[src/rtl/hex_pkg.sv]
// rtl/hex_pkg.sv - shared constants and the rate reload helper for the hex display counter
package hex_pkg;

    localparam int NIBBLE_W = 4;

    localparam logic [1:0] SPD_FAST = 2'd0;
    localparam logic [1:0] SPD_1S   = 2'd1;
    localparam logic [1:0] SPD_2S   = 2'd2;
    localparam logic [1:0] SPD_4S   = 2'd3;

    // Divider reload for a rate code: a period of R+1 cycles between steps.
    function automatic int unsigned reload_cycles(input logic [1:0] spd, input int unsigned clk_hz);
        int unsigned r;
        r = 0;
        case (spd)
            SPD_FAST: r = 0;
            SPD_1S:   r = clk_hz - 1;
            SPD_2S:   r = 2 * clk_hz - 1;
            SPD_4S:   r = 4 * clk_hz - 1;
            default:  r = 0;
        endcase
        return r;
    endfunction

endpackage

[src/rtl/rate_divider.sv]
// rtl/rate_divider.sv - down-counting rate divider that raises pulse when a count step is due
module rate_divider
    import hex_pkg::*;
#(
    parameter int unsigned CLK_HZ = 50_000_000
) (
    input  logic       clk,
    input  logic       resetn,
    input  logic       enable,
    input  logic [1:0] speed,
    input  logic       reload,
    output logic       pulse
);

    localparam int DIV_W = $clog2(4 * CLK_HZ);

    logic [DIV_W-1:0] divider;
    logic [DIV_W-1:0] reload_val;
    logic [1:0]       speed_q;
    logic             spd_chg;

    assign reload_val = DIV_W'(reload_cycles(speed, CLK_HZ));
    assign spd_chg    = (speed != speed_q);
    assign pulse      = (divider == '0) && enable && !reload && !spd_chg;

    always_ff @(posedge clk or negedge resetn) begin
        if (!resetn) begin
            divider <= '0;
            speed_q <= SPD_FAST;
        end else begin
            speed_q <= speed;
            // A load or a rate change restarts the period so the new rate takes a full interval.
            if (reload || spd_chg) begin
                divider <= reload_val;
            end else if (enable) begin
                if (divider != '0) begin
                    divider <= divider - 1'b1;
                end else begin
                    divider <= reload_val;
                end
            end
        end
    end

endmodule

[src/rtl/rate_hex_counter.sv]
// rtl/rate_hex_counter.sv - rate-divided up/down hex counter driving one 7-segment decoder per nibble
module rate_hex_counter
    import hex_pkg::*;
#(
    parameter int unsigned CLK_HZ = 50_000_000,
    parameter int unsigned DIGITS = 4
) (
    input  logic                         clk,
    input  logic                         resetn,
    input  logic                         enable,
    input  logic [1:0]                   speed,
    input  logic                         up_down,
    input  logic                         load,
    input  logic [NIBBLE_W*DIGITS-1:0]   load_value,
    output logic [NIBBLE_W*DIGITS-1:0]   count,
    output logic                         tick,
    output logic                         wrap
);

    localparam int CW = NIBBLE_W * DIGITS;

    logic [DIGITS-1:0][NIBBLE_W-1:0] digits;
    logic [CW-1:0]                   step_val;
    logic                            step_wraps;
    logic                            pulse;

    rate_divider #(
        .CLK_HZ (CLK_HZ)
    ) u_rate_divider (
        .clk    (clk),
        .resetn (resetn),
        .enable (enable),
        .speed  (speed),
        .reload (load),
        .pulse  (pulse)
    );

    assign step_val   = up_down ? (digits + CW'(1)) : (digits - CW'(1));
    assign step_wraps = up_down ? (&digits) : (~|digits);

    always_ff @(posedge clk or negedge resetn) begin
        if (!resetn) begin
            digits <= '0;
            tick   <= 1'b0;
            wrap   <= 1'b0;
        end else begin
            tick <= 1'b0;
            wrap <= 1'b0;
            if (load) begin
                digits <= load_value;
            end else if (pulse) begin
                digits <= step_val;
                tick   <= 1'b1;
                wrap   <= step_wraps;
            end
        end
    end

    // Nibble k of count feeds the decoder for HEXk.
    for (genvar k = 0; k < DIGITS; k++) begin : g_nibble
        assign count[k*NIBBLE_W +: NIBBLE_W] = digits[k];
    end

endmodule

[config.mk]
export PLATFORM = sky130hd
export DESIGN_NAME = rate_hex_counter
export DESIGN_NICKNAME = d
export VERILOG_FILES = /design/src/rtl/hex_pkg.sv /design/src/rtl/rate_divider.sv /design/src/rtl/rate_hex_counter.sv
export SDC_FILE = /design/constraint.sdc
export NUM_CORES = 1
export LEC_CHECK = 0
export CAP_MARGIN = 20
export CORE_MARGIN = 5
export CORE_UTILIZATION = 45
export DETAILED_ROUTE_END_ITERATION = 16
export GPL_TIMING_DRIVEN = 0
export PLACE_DENSITY = 0.65
export RECOVER_POWER = 25
export SETUP_SLACK_MARGIN = 0.3
export SYNTH_ARGS = -nofsm -noshare
export SYNTH_HDL_FRONTEND = slang
export SYNTH_HIERARCHICAL = 1
export SYNTH_SLANG_ARGS = --single-unit
export TNS_END_PERCENT = 5
[constraint.sdc]
create_clock -name clk -period 6.07 [get_ports clk]
set_input_delay 0.607 -clock clk [delete_from_list [all_inputs] [get_ports clk]]
set_output_delay 0.607 -clock clk [all_outputs]
set_load 0.02 [all_outputs]
==> reports/results.tsv <==
stage	metric	value	unit
run_status	status	finished with violations	
run_status	violations	max-capacitance violations, max-slew violations	
timing	fmaxAchievable	0.305	GHz
setup_path	crit_chain	clkdlybuf4s50_1, inv_1, ha_1, and2b_1, o211ai_1, a211oi_1, or3_1, a31oi_1, o21ai_0	
logic_synthesis	syn_avg_cell_area	8.60	sq um
power	power	911	uW
routing	vias_per_cell	6.25	
place	routabilityCongestion	0.961	
global_route	grt_max_degree	29	
clock_network	cts_resized	0	
global_route	use_met2	31.0	%
floorplanning	core-area	7810	sq um
cells_and_area	diodes	0	
setup_path	arrival	3460	ps
global_route	top_usage_layer	met1	
routing	drt_iter0_drc	305	
timing	period_minus_slack	3280	ps
floorplanning	ioPinCount	41	
global_route	grt_use_met3	4.86	%
setup_path	critPathMaxStageDelay	710	ps
power	switching_power	318	uW
clock_network	ctsHoldBuffers	0	
logic_synthesis	ys_seq_elements	48	
setup_path	r2r-start	u_rate_divider/divider[8]$_DFFE_PN0P_	
cells_and_area	finalNonFillerCells	575	
logic_synthesis	synth_cells	423	
setup_path	crit_required	6250	ps
floorplanning	dieArea	9980	sq um
timing	tightest_slew	1590	ps
floorplanning	die_x	99.9	um
logic_synthesis	async_flop_share	100	%
timing	slew_viol_final	29	
power	seq_power_share	43.1	%
cells_and_area	nets	516	
global_route	met1_usage	33.1	%
power	vdd_drop_max	0.131	mV
clock_network	post_cts_buffers	0	
place	postPlaceCellArea	4190	sq um
cells_and_area	num-fill-cells	744	
logic_synthesis	synth_area	3640	sq um
power	swShare	34.9	%
logic_synthesis	ys.flop_type	dfrtp_1	
routing	post_drt_wl_per_cell	18.4	um
floorplanning	row_count	32	
routing	antenna_left	0	
clock_network	cts_max_path_buffers	2	
place	place_inst	567	
setup_path	cp_slowest_cell	clkdlybuf4s50_1	
setup_path	startpoint_type	input pin	
clock_network	clkSlewWorstSetupHoldPaths	100	ps
power	power_frac_comb	30.3	%
timing	period_share	54.0	%
clock_network	htree_levels	2	
routing	drc	0	
routing	first_pass_iters	5	
global_route	overflow	0	
logic_synthesis	synth_edf_count	0	
setup_path	crit_family	buffers and inverters	
clock_network	clock_latency	310	ps
routing	vias	3591	
logic_synthesis	yosysWarnings	6	
power	p_per_area	213	nW/um^2
cells_and_area	area_growth	17.7	%
power	clock_power_share	26.7	%
clock_network	cts_root_buf	clkbuf_8	
setup_path	cp.buffers_inverters	2	
cells_and_area	layout-drive-gt1-share	8.25	%
global_route	grt_usage	21.5	%
clock_network	cts_tree	built	
floorplanning	die_h	99.9	um
cells_and_area	stdcell_area	4280	sq um
global_route	antenna_found_initial	0	
routing	wl	10.6	mm
place	hpwl	7.96	mm
setup_path	endpoint_kind	flop	
worst_hold_path	hold_class	in -> async	
timing	setup_tns	0	ps
timing	finClkSkew	11.6	ps
clock_network	clock-sinks	48	
floorplanning	start_util	46.6	%
flow_run	maxCapViolCount	1	
setup_path	crit_type	in -> reg	
setup_path	worst-path-max-fanout	14	
logic_synthesis	yosysSeqAreaShare	33.0	%
setup_path	critPathLaunch	up_down	
global_route	grt_pass1_vias	3329	
logic_synthesis	syn-num-nets	467	
timing	setup_viol	0	
power	p_int	592	uW
global_route	grt_pass1_wl	17.2	mm
place	io_buffers	40	
timing	hold_violations	0	
timing	slew_headroom	-6.07	%
logic_synthesis	synth_cell_types	71	
power	power.leakage	0.00169	uW
timing	rsz0062_at_grt	false	
clock_network	cts_inserted_buffers	5	
==> cells in the mapped netlist (10+ instances only) <==
| master | number | share of area [%] |
|---|---|---|
| mux2i_1 | 10 | 2.8 |
| clkbuf_1 | 10 | 1.0 |
| nor2_1 | 41 | 4.2 |
| nor4_1 | 15 | 2.6 |
| inv_1 | 15 | 1.5 |
| nand4_1 | 13 | 2.2 |
| nand3_1 | 20 | 2.8 |
| o21ai_0 | 28 | 3.9 |
| dfrtp_1 | 48 | 33 |
| ha_1 | 20 | 6.9 |
| nor3_1 | 23 | 3.2 |
| a21oi_1 | 22 | 3.0 |
| nand2_1 | 23 | 2.4 |
==> path summary, 6_finish.rpt <==
| kind | end | depth (start not counted) | slack (ps) |
|---|---|---|---|
| worst max-delay path | count[10]$_DFFE_PN0P_ | 9 | 2790 |
| worst min-delay path | u_rate_divider/divider[0]$_DFFE_PN0P_ | 1 | 500 |
| worst max register to register | count[6]$_DFFE_PN0P_ | 9 | 2810 |
| worst min register to register | u_rate_divider/divider[13]$_DFFE_PN0P_ | 1 | 530 |
| max in group asynchronous | u_rate_divider/divider[24]$_DFFE_PN0P_ | 2 | 3520 |
| min in group clk | u_rate_divider/divider[13]$_DFFE_PN0P_ | 1 | 530 |
==> registers in the layout, indices dropped and copies added, names as in the netlist <==
signal and count:
count 16, tick 1, u_rate_divider/divider 28, u_rate_divider/speed_q 2
wrap 1
==> layer usage <==
| metal | up-vias | part of all wire, % |
|---|---|---|
| met4 | 0 | 0.74 |
| met1 | 1688 | 48 |
| met2 | 171 | 43 |
| met3 | 11 | 8.9 |
| met5 | - | 0 |
| li1 | 1721 | - |
==> power by group through the flow <==
stage / logic (uW) / clock network [uW] / registers [uW]
after CTS: 275 / 252 / 391
after global placement: 267 / 0 / 397
final: 275 / 243 / 392
after detailed placement: 273 / 0 / 397
after floorplan: 171 / 0 / 399
after global routing: 304 / 263 / 398
==> kinds of logic after synthesis <==
| kind of cell | count (synthesis) | share of synthesized area (%) |
|---|---|---|
| and+or+nand+nor | 185 | 27.7 |
| AOI/OAI and AO/OA | 111 | 21.1 |
| DFF | 48 | 33.0 |
| buffers and inverters | 31 | 3.82 |
| adders and majority gates | 21 | 7.43 |
| xor gates and xnor gates | 15 | 3.61 |
| muxes | 12 | 3.37 |
==> layout make-up <==
cell class / instances / area, sq um / share of cell area (%)
timing repair buffer: 42 / 405 / 9.47
inverter: 15 / 56.3 / 1.32
buffer: 16 / 82.6 / 1.93
clock inverter: 3 / 42.5 / 0.994
clock buffer: 5 / 68.8 / 1.61
sequential: 48 / 1200 / 28.1
tap: 102 / 128 / 2.98
multi-input combinational: 344 / 2300 / 53.7
==> metrics by stage <==
stage / hold slack [ps] / worst slack, ps / util, %
6_report: 496 / 2790 / 54.8
5_1_grt: 573 / 2590 / 54.8
4_1_cts: 266 / 2820 / 55.1
3_5_place_dp: 508 / 2480 / 53.6
3_3_place_gp: 492 / 2540 / 53.3
2_1_floorplan: 311 / 3490 / -
==> placed cells by master (no fill, tap or decap), types with 10 or more instances in the layout <==
cell,n
nor2_1,41
nand3_1,20
nor3_1,23
clkdlybuf4s50_1,39
o21ai_0,28
clkbuf_1,12
nor4_1,15
inv_1,15
ha_1,20
dfrtp_1,48
nand4_1,13
a21oi_1,22
nand2_1,23
mux2i_1,10
Power figures use the tool's default switching activity.
==> variant, RTL diff (config.mk and constraints unchanged) <==
Register the inputs `enable`, `speed`, `up_down`, `load` and `load_value` before use, without a reset. The logic sees them one clock later.
--- a/src/rtl/rate_hex_counter.sv
+++ b/src/rtl/rate_hex_counter.sv
@@ -20,4 +20,18 @@
     localparam int CW = NIBBLE_W * DIGITS;
 
+    logic enable_q;
+    logic [1:0] speed_r;
+    logic up_down_q;
+    logic load_q;
+    logic [NIBBLE_W*DIGITS-1:0] load_value_q;
+
+    always_ff @(posedge clk) begin
+        enable_q     <= enable;
+        speed_r      <= speed;
+        up_down_q    <= up_down;
+        load_q       <= load;
+        load_value_q <= load_value;
+    end
+
     logic [DIGITS-1:0][NIBBLE_W-1:0] digits;
     logic [CW-1:0]                   step_val;
@@ -30,12 +44,12 @@
         .clk    (clk),
         .resetn (resetn),
-        .enable (enable),
-        .speed  (speed),
-        .reload (load),
+        .enable (enable_q),
+        .speed  (speed_r),
+        .reload (load_q),
         .pulse  (pulse)
     );
 
-    assign step_val   = up_down ? (digits + CW'(1)) : (digits - CW'(1));
-    assign step_wraps = up_down ? (&digits) : (~|digits);
+    assign step_val   = up_down_q ? (digits + CW'(1)) : (digits - CW'(1));
+    assign step_wraps = up_down_q ? (&digits) : (~|digits);
 
     always_ff @(posedge clk or negedge resetn) begin
@@ -47,6 +61,6 @@
             tick <= 1'b0;
             wrap <= 1'b0;
-            if (load) begin
-                digits <= load_value;
+            if (load_q) begin
+                digits <= load_value_q;
             end else if (pulse) begin
                 digits <= step_val;
Function: changed (Yosys sat finds a counterexample within 4 cycles, from zero or initial values and one cycle with resetn low).
==> variant against the original RTL <==
  * Wire length fell by 5.4%
  * Worst setup slack got worse by 0.24 ns
  * Power is 30% higher
  * Design area rose by 10%
  * Sequential cell count is 21 higher
  * Critical path type is now flip-flop to flip-flop
  * First-iteration DRC count decreased by 2.3%
  * Synthesized area rose by 9.0%
  * Critical path depth unchanged
  * Via count is 2.4% lower
==> variant: results (changes against the original RTL) <==
- CP max FO: 10 (was 14)
- Top cells by area, synth: dfrtp_1 30%, dfxtp_1 11%, ha_1 6.3%, xnor2_1 3.5%, nor2_1 3.5% (was dfrtp_1 33%, ha_1 6.9%, nor2_1 4.2%, o21ai_0 3.9%, nor3_1 3.2%)
- Reg2Reg Capture Point: count[12] (was count[6])
- Global-route wire length before repair: 16820 um (was 17210 um)
- Async SR Flop Fraction: 69.57% (was 100.0%)
- Vias in the first global route: 3298 (was 3329)
- CTS H-tree depth: 3 (was 2)
- Register area share after synthesis: 40.91% (was 33.02%)
- Post-Synthesis Net Count: 472 (was 467)
- Final Skew: 0.01337 ns (was 0.01162 ns)
- Aggregate routed wire length: 10030 um (was 10600 um)
- Total CTS buffers: 9 (was 5)
- Detailed router's first-iteration violation count: 298 (was 305)
- Leak: 1.857 nW (was 1.686 nW)
- CTS clk-pin slew, worst paths: 0.07 ns (was 0.10 ns)
- Reg2reg setup slack: 2.55 ns (was 2.81 ns)
- DP Wirelength: 7434 um (was 7958 um)
- Clk Latency, worst-skew pair: 0.35 ns (was 0.31 ns)
- All-Layer GR Usage: 18.93% (was 21.50%)
- Distinct cells, synth: 67 (was 71)
- VDD IR-drop max: 0.1363 mV (was 0.1312 mV)
- Status: finished, final reports clean (was complete, but fails checks)
- Share of post-route cells with drive strength above 1: 8.230% (was 8.245%)
- Worst slew margin: 7.377% (was -6.074%)
- PortBufs: 40 (unchanged)
- Fillcell total: 808 (was 744)
- Final GP Congestion: 0.9341 (was 0.9610)
- Final net count: 525 (was 516)
- Largest net degree at the start of global routing: 27 (was 29)
==> variant: cell count changes after synthesis, moves of 4 or more <==
cell	unedited run	this run
dfxtp_1	0	21
o21ai_0	28	13
o21ai_1	0	14
xnor2_1	7	16
a22oi_1	5	9
nor2_1	41	37
==> variant: cells by family (layout without fill, tap and decap cells) <==
logic type | Yosys count | after routing | synth area share [%]
multiplexers | 10 | 10 | 2.588
AND/OR/NAND/NOR | 175 | 175 | 24.46
AO/OA/AOI/OAI | 102 | 102 | 17.17
flip-flops | 69 | 69 | 40.91
buffers and inverters | 30 | 88 | 3.409
adder cells (fa/ha/maj) | 21 | 21 | 6.818
XOR/XNOR | 21 | 21 | 4.640
==> variant: cell type report <==
cell class	instances	area [um^2]	area share, %
plain buffers	17	86.33	1.828
clock buffers	13	158.9	3.364
clock inverters	3	43.79	0.9272
inverters	13	48.80	1.033
multi-input cells	329	2207	46.73
flip-flops and latches	69	1622	34.33
well taps	108	135.1	2.861
repair buffers	42	421.7	8.927
==> variant: how the worst max path moves through the flow <==
stage / startpoint / end / slack, ns / cells past startpoint
floorplan: u_rate_divider/divider[0] / count[14] / 3.23 / 10
CTS: u_rate_divider/divider[0] / count[6] / 2.57 / 10
global placement: u_rate_divider/divider[0] / count[11] / 2.63 / 10
finish: u_rate_divider/divider[8] / count[12] / 2.55 / 9
detailed placement: u_rate_divider/divider[8] / count[12] / 2.60 / 9
global route: u_rate_divider/divider[0] / count[13] / 2.20 / 10
==> variant: critical path, stage by stage (launching register included) <==
cell	delay [ns]
dfrtp_1	0.47
or4_1	0.66
nor2_1	0.33
and3_1	0.23
nand3_1	0.09
nor2_1	0.38
buf_1	0.57
nor2_1	0.33
a22oi_1	0.24
o21ai_1	0.09
==> variant: routing by layer <==
metal	up-vias	wire length [um]	GRT usage, %
li1	1723	-	-
met1	1658	4845	27.81
met2	107	4404	27.05
met3	16	606	3.724
met4	0	170	7.956
met5	-	0	0
==> variant: report_power, final <==
part | internal [W] | switching (W) | total (W)
logic | 0.000113 | 0.000141 | 0.000254
registers | 0.000494 | 0.0000440 | 0.000538
clock network | 0.000213 | 0.000176 | 0.000389
==> variant: through the flow <==
step / hold WS [ns] / area (um^2) / cells
after floorplan: 0.3114 / 3964 / 428
after global placement: 0.4167 / 4499 / 576
after detailed placement: 0.4197 / 4522 / 578
after CTS: 0.2541 / 4725 / 594
after global routing: 0.4629 / 4723 / 594
final: 0.4265 / 4723 / 594
